$ cat config.mk
export PLATFORM = sky130hd
export DESIGN_NAME = addsub_sequencer
export DESIGN_NICKNAME = d
export VERILOG_FILES = /design/src/rtl/addsub_sequencer.sv
export SDC_FILE = /design/constraint.sdc
export NUM_CORES = 1
export LEC_CHECK = 0
export CELL_PAD_IN_SITES_DETAIL_PLACEMENT = 2
export CELL_PAD_IN_SITES_GLOBAL_PLACEMENT = 2
export CORE_ASPECT_RATIO = 1.4
export CORE_MARGIN = 4
export CORE_UTILIZATION = 30
export CTS_CLUSTER_SIZE = 28
export DETAILED_ROUTE_END_ITERATION = 10
export PLACE_DENSITY = 0.91
export SLEW_MARGIN = 10
export SYNTH_ARGS = -nofsm -noshare
export SYNTH_HDL_FRONTEND = slang
export SYNTH_SLANG_ARGS = --single-unit
export TNS_END_PERCENT = 1
$ cat constraint.sdc
create_clock -name clk -period 2.9 [get_ports clk]
set_clock_uncertainty 0.2 [all_clocks]
set_input_delay 0.87 -clock clk [delete_from_list [all_inputs] [get_ports clk]]
set_output_delay 0.87 -clock clk [all_outputs]
set_load 0.1 [all_outputs]
$ cat src/rtl/addsub_sequencer.sv
// addsub_sequencer
// Sequencing controller for a 4-bit ripple adder/subtractor datapath.
// Accepts an operation over a valid/ready request handshake, drives the
// registered datapath operands, waits SETTLE_CYCLES for the ripple chain,
// then captures sum/carry/overflow and returns them over a result handshake.
// A 4-bit accumulator holds the last captured sum for chained operations and
// feeds the display path.
//
// Parameters:
//   SETTLE_CYCLES  cycles dp_* are held before capture (legal 1..15)
//
// Optional feature (compile-time macro ADDSUB_SELFCHECK_EN):
//   Adds output dp_err, a sticky flag that is set when the datapath result
//   captured does not match an internally computed reference sum.
//
// Ports:
//   clk, rst_n             clock (rising edge), async active-low reset
//   req_valid/req_ready    request handshake
//   req_op                 0 = A+B, 1 = A-B
//   req_acc                1 = accumulator replaces req_a as operand A
//   req_a, req_b           operands
//   acc_clr                accumulator clear, honoured in IDLE only
//   dp_a, dp_b, dp_ctrl    registered operands/mode to the datapath
//   dp_sum, dp_carry       datapath results
//   res_valid/res_ready    result handshake
//   res_sum, res_carry     captured result (carry 1 = no borrow in subtract)
//   res_ovf                signed two's-complement overflow
//   acc_value              accumulator contents
//   dp_err                 (ADDSUB_SELFCHECK_EN only) sticky datapath mismatch
module addsub_sequencer #(
    parameter int unsigned SETTLE_CYCLES = 2
) (
    input  logic       clk,
    input  logic       rst_n,
    input  logic       req_valid,
    output logic       req_ready,
    input  logic       req_op,
    input  logic       req_acc,
    input  logic [3:0] req_a,
    input  logic [3:0] req_b,
    input  logic       acc_clr,
    output logic [3:0] dp_a,
    output logic [3:0] dp_b,
    output logic       dp_ctrl,
    input  logic [3:0] dp_sum,
    input  logic       dp_carry,
    output logic       res_valid,
    input  logic       res_ready,
    output logic [3:0] res_sum,
    output logic       res_carry,
    output logic       res_ovf,
    output logic [3:0] acc_value
`ifdef ADDSUB_SELFCHECK_EN
    ,
    output logic       dp_err
`endif
);

    localparam int unsigned DW = 4;
    localparam int unsigned CW = 4;

    typedef enum logic [1:0] {
        IDLE   = 2'd0,
        SETTLE = 2'd1,
        RESULT = 2'd2
    } state_t;

    state_t        state_q;
    state_t        state_d;
    logic [CW-1:0] cnt_q;

    logic          accept_c;
    logic          capture_c;
    logic          clr_c;
    logic [DW-1:0] op_a_c;
    logic          ovf_c;

    // State register
    always_ff @(posedge clk or negedge rst_n) begin
        if (!rst_n) begin
            state_q <= IDLE;
        end else begin
            state_q <= state_d;
        end
    end

    // Next-state and control strobes
    always_comb begin
        state_d   = state_q;
        accept_c  = 1'b0;
        capture_c = 1'b0;
        clr_c     = 1'b0;
        case (state_q)
            IDLE: begin
                clr_c = acc_clr;
                // req_ready is low for the first IDLE cycle after reset
                if (req_valid && req_ready) begin
                    accept_c = 1'b1;
                    state_d  = SETTLE;
                end
            end
            SETTLE: begin
                if (cnt_q == CW'(0)) begin
                    capture_c = 1'b1;
                    state_d   = RESULT;
                end
            end
            RESULT: begin
                if (res_ready) begin
                    state_d = IDLE;
                end
            end
            default: begin
                state_d = IDLE;
            end
        endcase
    end

    // Operand A selection; a same-cycle clear makes the accumulator read as 0
    always_comb begin
        op_a_c = req_a;
        if (req_acc) begin
            op_a_c = acc_clr ? DW'(0) : acc_value;
        end
    end

    // Overflow: operands (after B inversion) share a sign that the sum lacks
    always_comb begin
        ovf_c = (dp_a[3] == (dp_b[3] ^ dp_ctrl)) && (dp_sum[3] != dp_a[3]);
    end

    // Handshake flags track the state being entered
    always_ff @(posedge clk or negedge rst_n) begin
        if (!rst_n) begin
            req_ready <= 1'b0;
            res_valid <= 1'b0;
        end else begin
            req_ready <= (state_d == IDLE);
            res_valid <= (state_d == RESULT);
        end
    end

    // Datapath operands and settle counter; dp_* change only on accept
    always_ff @(posedge clk or negedge rst_n) begin
        if (!rst_n) begin
            dp_a    <= DW'(0);
            dp_b    <= DW'(0);
            dp_ctrl <= 1'b0;
            cnt_q   <= CW'(0);
        end else if (accept_c) begin
            dp_a    <= op_a_c;
            dp_b    <= req_b;
            dp_ctrl <= req_op;
            cnt_q   <= CW'(SETTLE_CYCLES - 1);
        end else if ((state_q == SETTLE) && (cnt_q != CW'(0))) begin
            cnt_q   <= cnt_q - CW'(1);
        end
    end

    // Result capture and accumulator
    always_ff @(posedge clk or negedge rst_n) begin
        if (!rst_n) begin
            res_sum   <= DW'(0);
            res_carry <= 1'b0;
            res_ovf   <= 1'b0;
            acc_value <= DW'(0);
        end else if (capture_c) begin
            res_sum   <= dp_sum;
            res_carry <= dp_carry;
            res_ovf   <= ovf_c;
            acc_value <= dp_sum;
        end else if (clr_c) begin
            acc_value <= DW'(0);
        end
    end

`ifdef ADDSUB_SELFCHECK_EN
    logic [DW:0] ref_sum_c;

    // Reference ripple result for the operands currently driven
    always_comb begin
        ref_sum_c = (DW+1)'(dp_a) + (DW+1)'(dp_b ^ {DW{dp_ctrl}}) + (DW+1)'(dp_ctrl);
    end

    // Sticky mismatch flag, cleared only by reset
    always_ff @(posedge clk or negedge rst_n) begin
        if (!rst_n) begin
            dp_err <= 1'b0;
        end else if (capture_c && ({dp_carry, dp_sum} != ref_sum_c)) begin
            dp_err <= 1'b1;
        end
    end
`endif

endmodule

==> results.txt <==
Outcome: finished clean
Gate count after technology mapping: 98
Clock latency on the worst-skew pair: 0.27 ns
Aggregate negative setup slack: 0 ns
Sequential area share after synthesis: 0.566
Overall overflow remaining after global route: 0
Number of flops mapped to enable cells by yosys: 0
Post-synth top area share: 0.566
Critical path cell sequence: clkdlybuf4s50_1 > and4bb_1 > buf_4 > nand2b_1 > mux2i_1
Most area-consuming cells after synthesis: sky130_fd_sc_hd__dfrtp_1, sky130_fd_sc_hd__mux2_2, sky130_fd_sc_hd__a21oi_1
Vias per cell: 5.15
Share of final-layout standard cells stronger than drive strength 1: 0.284
MaxCap Viol Count: 0
Gr usage total: 0.153
Worst max-slew margin expressed relative to the limit: 0.607
Via count of the first global-routing pass: 1099
Final routed wire length divided by cell count: 18.9 um
Dominant synthesized flop cell: sky130_fd_sc_hd__dfrtp_1
Synthesis-stage register bit count: 27
TritonCTS clock tree: built
Post-route DRC: 0
Final number of max-transition violations: 0
Synth Cell Area: 1190 sq um
Unrepaired setup endpoints after global routing: false
Post-synthesis average cell area: 12.2 sq um
Number of buffers added to fix hold violations after cts: 0
I/O pin total: 41
Total CTS buffers: 3
Min-delay worst type: register to register
Die area: 5070 sq um
Synthesized net count: 119
Port buffer count: 40
Count of antenna-violating nets left after detailed routing: 0
Final number of hold-violating endpoints: 0
Number of gates given a new drive strength after cts: 0
HPWL reported at the end of detailed placement: 2880 um
Number of antenna violations at the first check in global routing: 0
Global-route wire length before repair: 5590 um
Library cell with the largest summed area after synthesis: sky130_fd_sc_hd__dfrtp_1
Start-to-end type of the worst setup path: input pin to register
Type of origin of the critical path: input pin
Antenna cells: 0
Slowest Stage Delay on Critical Path: 0.47 ns
Floorplan core area: 3740 sq um
Vias: 942
Net count of the finished layout: 163
Clock tree root driver cell: sky130_fd_sc_hd__clkbuf_8
Finish-stage setup viols: 0
Number of setup buffers added after CTS: 0
Number of distinct library cells after synthesis: 29
Std cell rows: 26
Cell family contributing the most delay on the critical path: buffers and inverters
CP Capture Type: register
CTS Buffer Depth: 2
CP Buf/Inv Count: 2
Floorplan die width: 61.3 um
Critical Path RT: 2.84 ns
Min cycle time layout: 2.25 ns
Fmax: 443 MHz
Share of synthesized registers carrying an async set or reset: 1.00
Max Fanout on Critical Path: 11
Number of DRC markers in iteration 0: 16
Worst-path cell with the longest stage delay: sky130_fd_sc_hd__clkdlybuf4s50_1
CTS clk-pin slew, worst paths: 0.09 ns
Initial core utilization: 0.319
Count of TritonRoute iterations in the first routing pass: 4
GP Congestion: 0.831
Number of H-tree branching levels: 1
Pin count of the biggest net entering global routing: 28
Total Routed Length: 3460 um
Post-synthesis to final-layout area growth: 36.1%
Period utilisation layout: 0.778
Arrival time of data at the critical path endpoint: 2.19 ns
Floorplan die height: 82.6 um
Clock Sink Count: 27
Synthesis Warnings: 0
Worst Tran Pin Value: 0.585 ns
-- final timing paths --
| kind | cells after the start | start | to | slack [ns] |
|---|---|---|---|---|
| setup / recovery | 5 | req_valid | cnt_q[1] | 0.65 |
| hold / removal | 1 | res_sum[2] | res_sum[2] | 0.32 |
| setup reg to reg | 5 | cnt_q[0] | res_carry | 0.93 |
| hold reg to reg | 1 | res_sum[2] | res_sum[2] | 0.32 |
| max in group asynchronous | 2 | rst_n | dp_ctrl | 1.41 |
| min in group asynchronous | 2 | rst_n | acc_value[3] | 0.83 |
-- area by class of cell --
type                       instances  area (sq um)
sequential                        27           676
clock buffer                       3          41.3
tap                               42          52.6
clock inverter                     1          5.00
inverter                           4          15.0
multi-input combinational         64           472
timing repair buffer              42           363
fill                             388          2120
-- layer usage --
layer,track usage,share of wire
met5,0,0
met4,0.0325,0.0066
met3,0.0342,0.051
met2,0.294,0.59
met1,0.163,0.35
-- Yosys cell counts (all sizes together), types with 2 or more instances --
library cell and number:
nand2 4, o21ai 2, nor2b 7, inv 4
a22o 4, nor2 7, nand2b 2, nor3 3
mux2 10, a21oi 9, dfrtp 27, mux2i 4
buf 3
-- stage by stage --
step / area [sq um] / hold slack (ns) / worst slack (ns) / std cells / utilization
5_1_grt: 1620 / 0.348 / 0.555 / 183 / 0.434
2_1_floorplan: 1190 / 0.273 / 0.899 / 98 / -
6_report: 1620 / 0.325 / 0.645 / 183 / 0.434
3_3_place_gp: 1580 / 0.289 / 0.422 / 179 / 0.422
3_5_place_dp: 1580 / 0.310 / 0.347 / 179 / 0.422
4_1_cts: 1620 / 0.333 / 0.629 / 183 / 0.434
-- cell families (layout without fill, tap and decap cells) --
group / after synthesis / count (layout) / synth area share
AO/OA/AOI/OAI: 20 / 20 / 0.107
buffers and inverters: 7 / 50 / 0.0388
adder cells (fa/ha/maj): 1 / 1 / 0.0105
AND/OR/NAND/NOR: 28 / 28 / 0.139
XOR/XNOR: 1 / 1 / 0.00734
multiplexers: 14 / 14 / 0.131
flip-flops: 27 / 27 / 0.566
-- state kept, by name (all words and copies together) (netlist names) --
signal	count
res_carry	1
cnt_q	4
res_sum	4
res_ovf	1
req_ready	1
dp_ctrl	1
dp_a	4
state_q	2
res_valid	1
dp_b	4
acc_value	4
-- worst register-to-register path, stage by stage (launching register included) --
cell and delay [ns]:
sky130_fd_sc_hd__dfrtp_1 0.42, sky130_fd_sc_hd__inv_1 0.07, sky130_fd_sc_hd__ha_1 0.22, sky130_fd_sc_hd__nor3b_4 0.31
sky130_fd_sc_hd__and2_1 0.32, sky130_fd_sc_hd__mux2_4 0.33
-- cell usage in the layout (no fill, tap or decap), types with 2 or more instances in the layout --
cell,synthesis,routed
sky130_fd_sc_hd__a21oi_1,9,9
sky130_fd_sc_hd__a22o_1,4,4
sky130_fd_sc_hd__buf_4,0,23
sky130_fd_sc_hd__clkbuf_8,0,3
sky130_fd_sc_hd__clkdlybuf4s50_1,0,19
sky130_fd_sc_hd__dfrtp_1,27,27
sky130_fd_sc_hd__inv_1,4,4
sky130_fd_sc_hd__mux2_2,9,9
sky130_fd_sc_hd__mux2i_1,4,4
sky130_fd_sc_hd__nand2_1,4,4
sky130_fd_sc_hd__nand2b_1,2,2
sky130_fd_sc_hd__nor2_1,7,7
sky130_fd_sc_hd__nor2b_1,6,6
sky130_fd_sc_hd__nor3_1,3,3
sky130_fd_sc_hd__o21ai_0,2,2
Power is not shown: default switching activity piles up to over one toggle a cycle in this logic, so the estimate is an artifact.
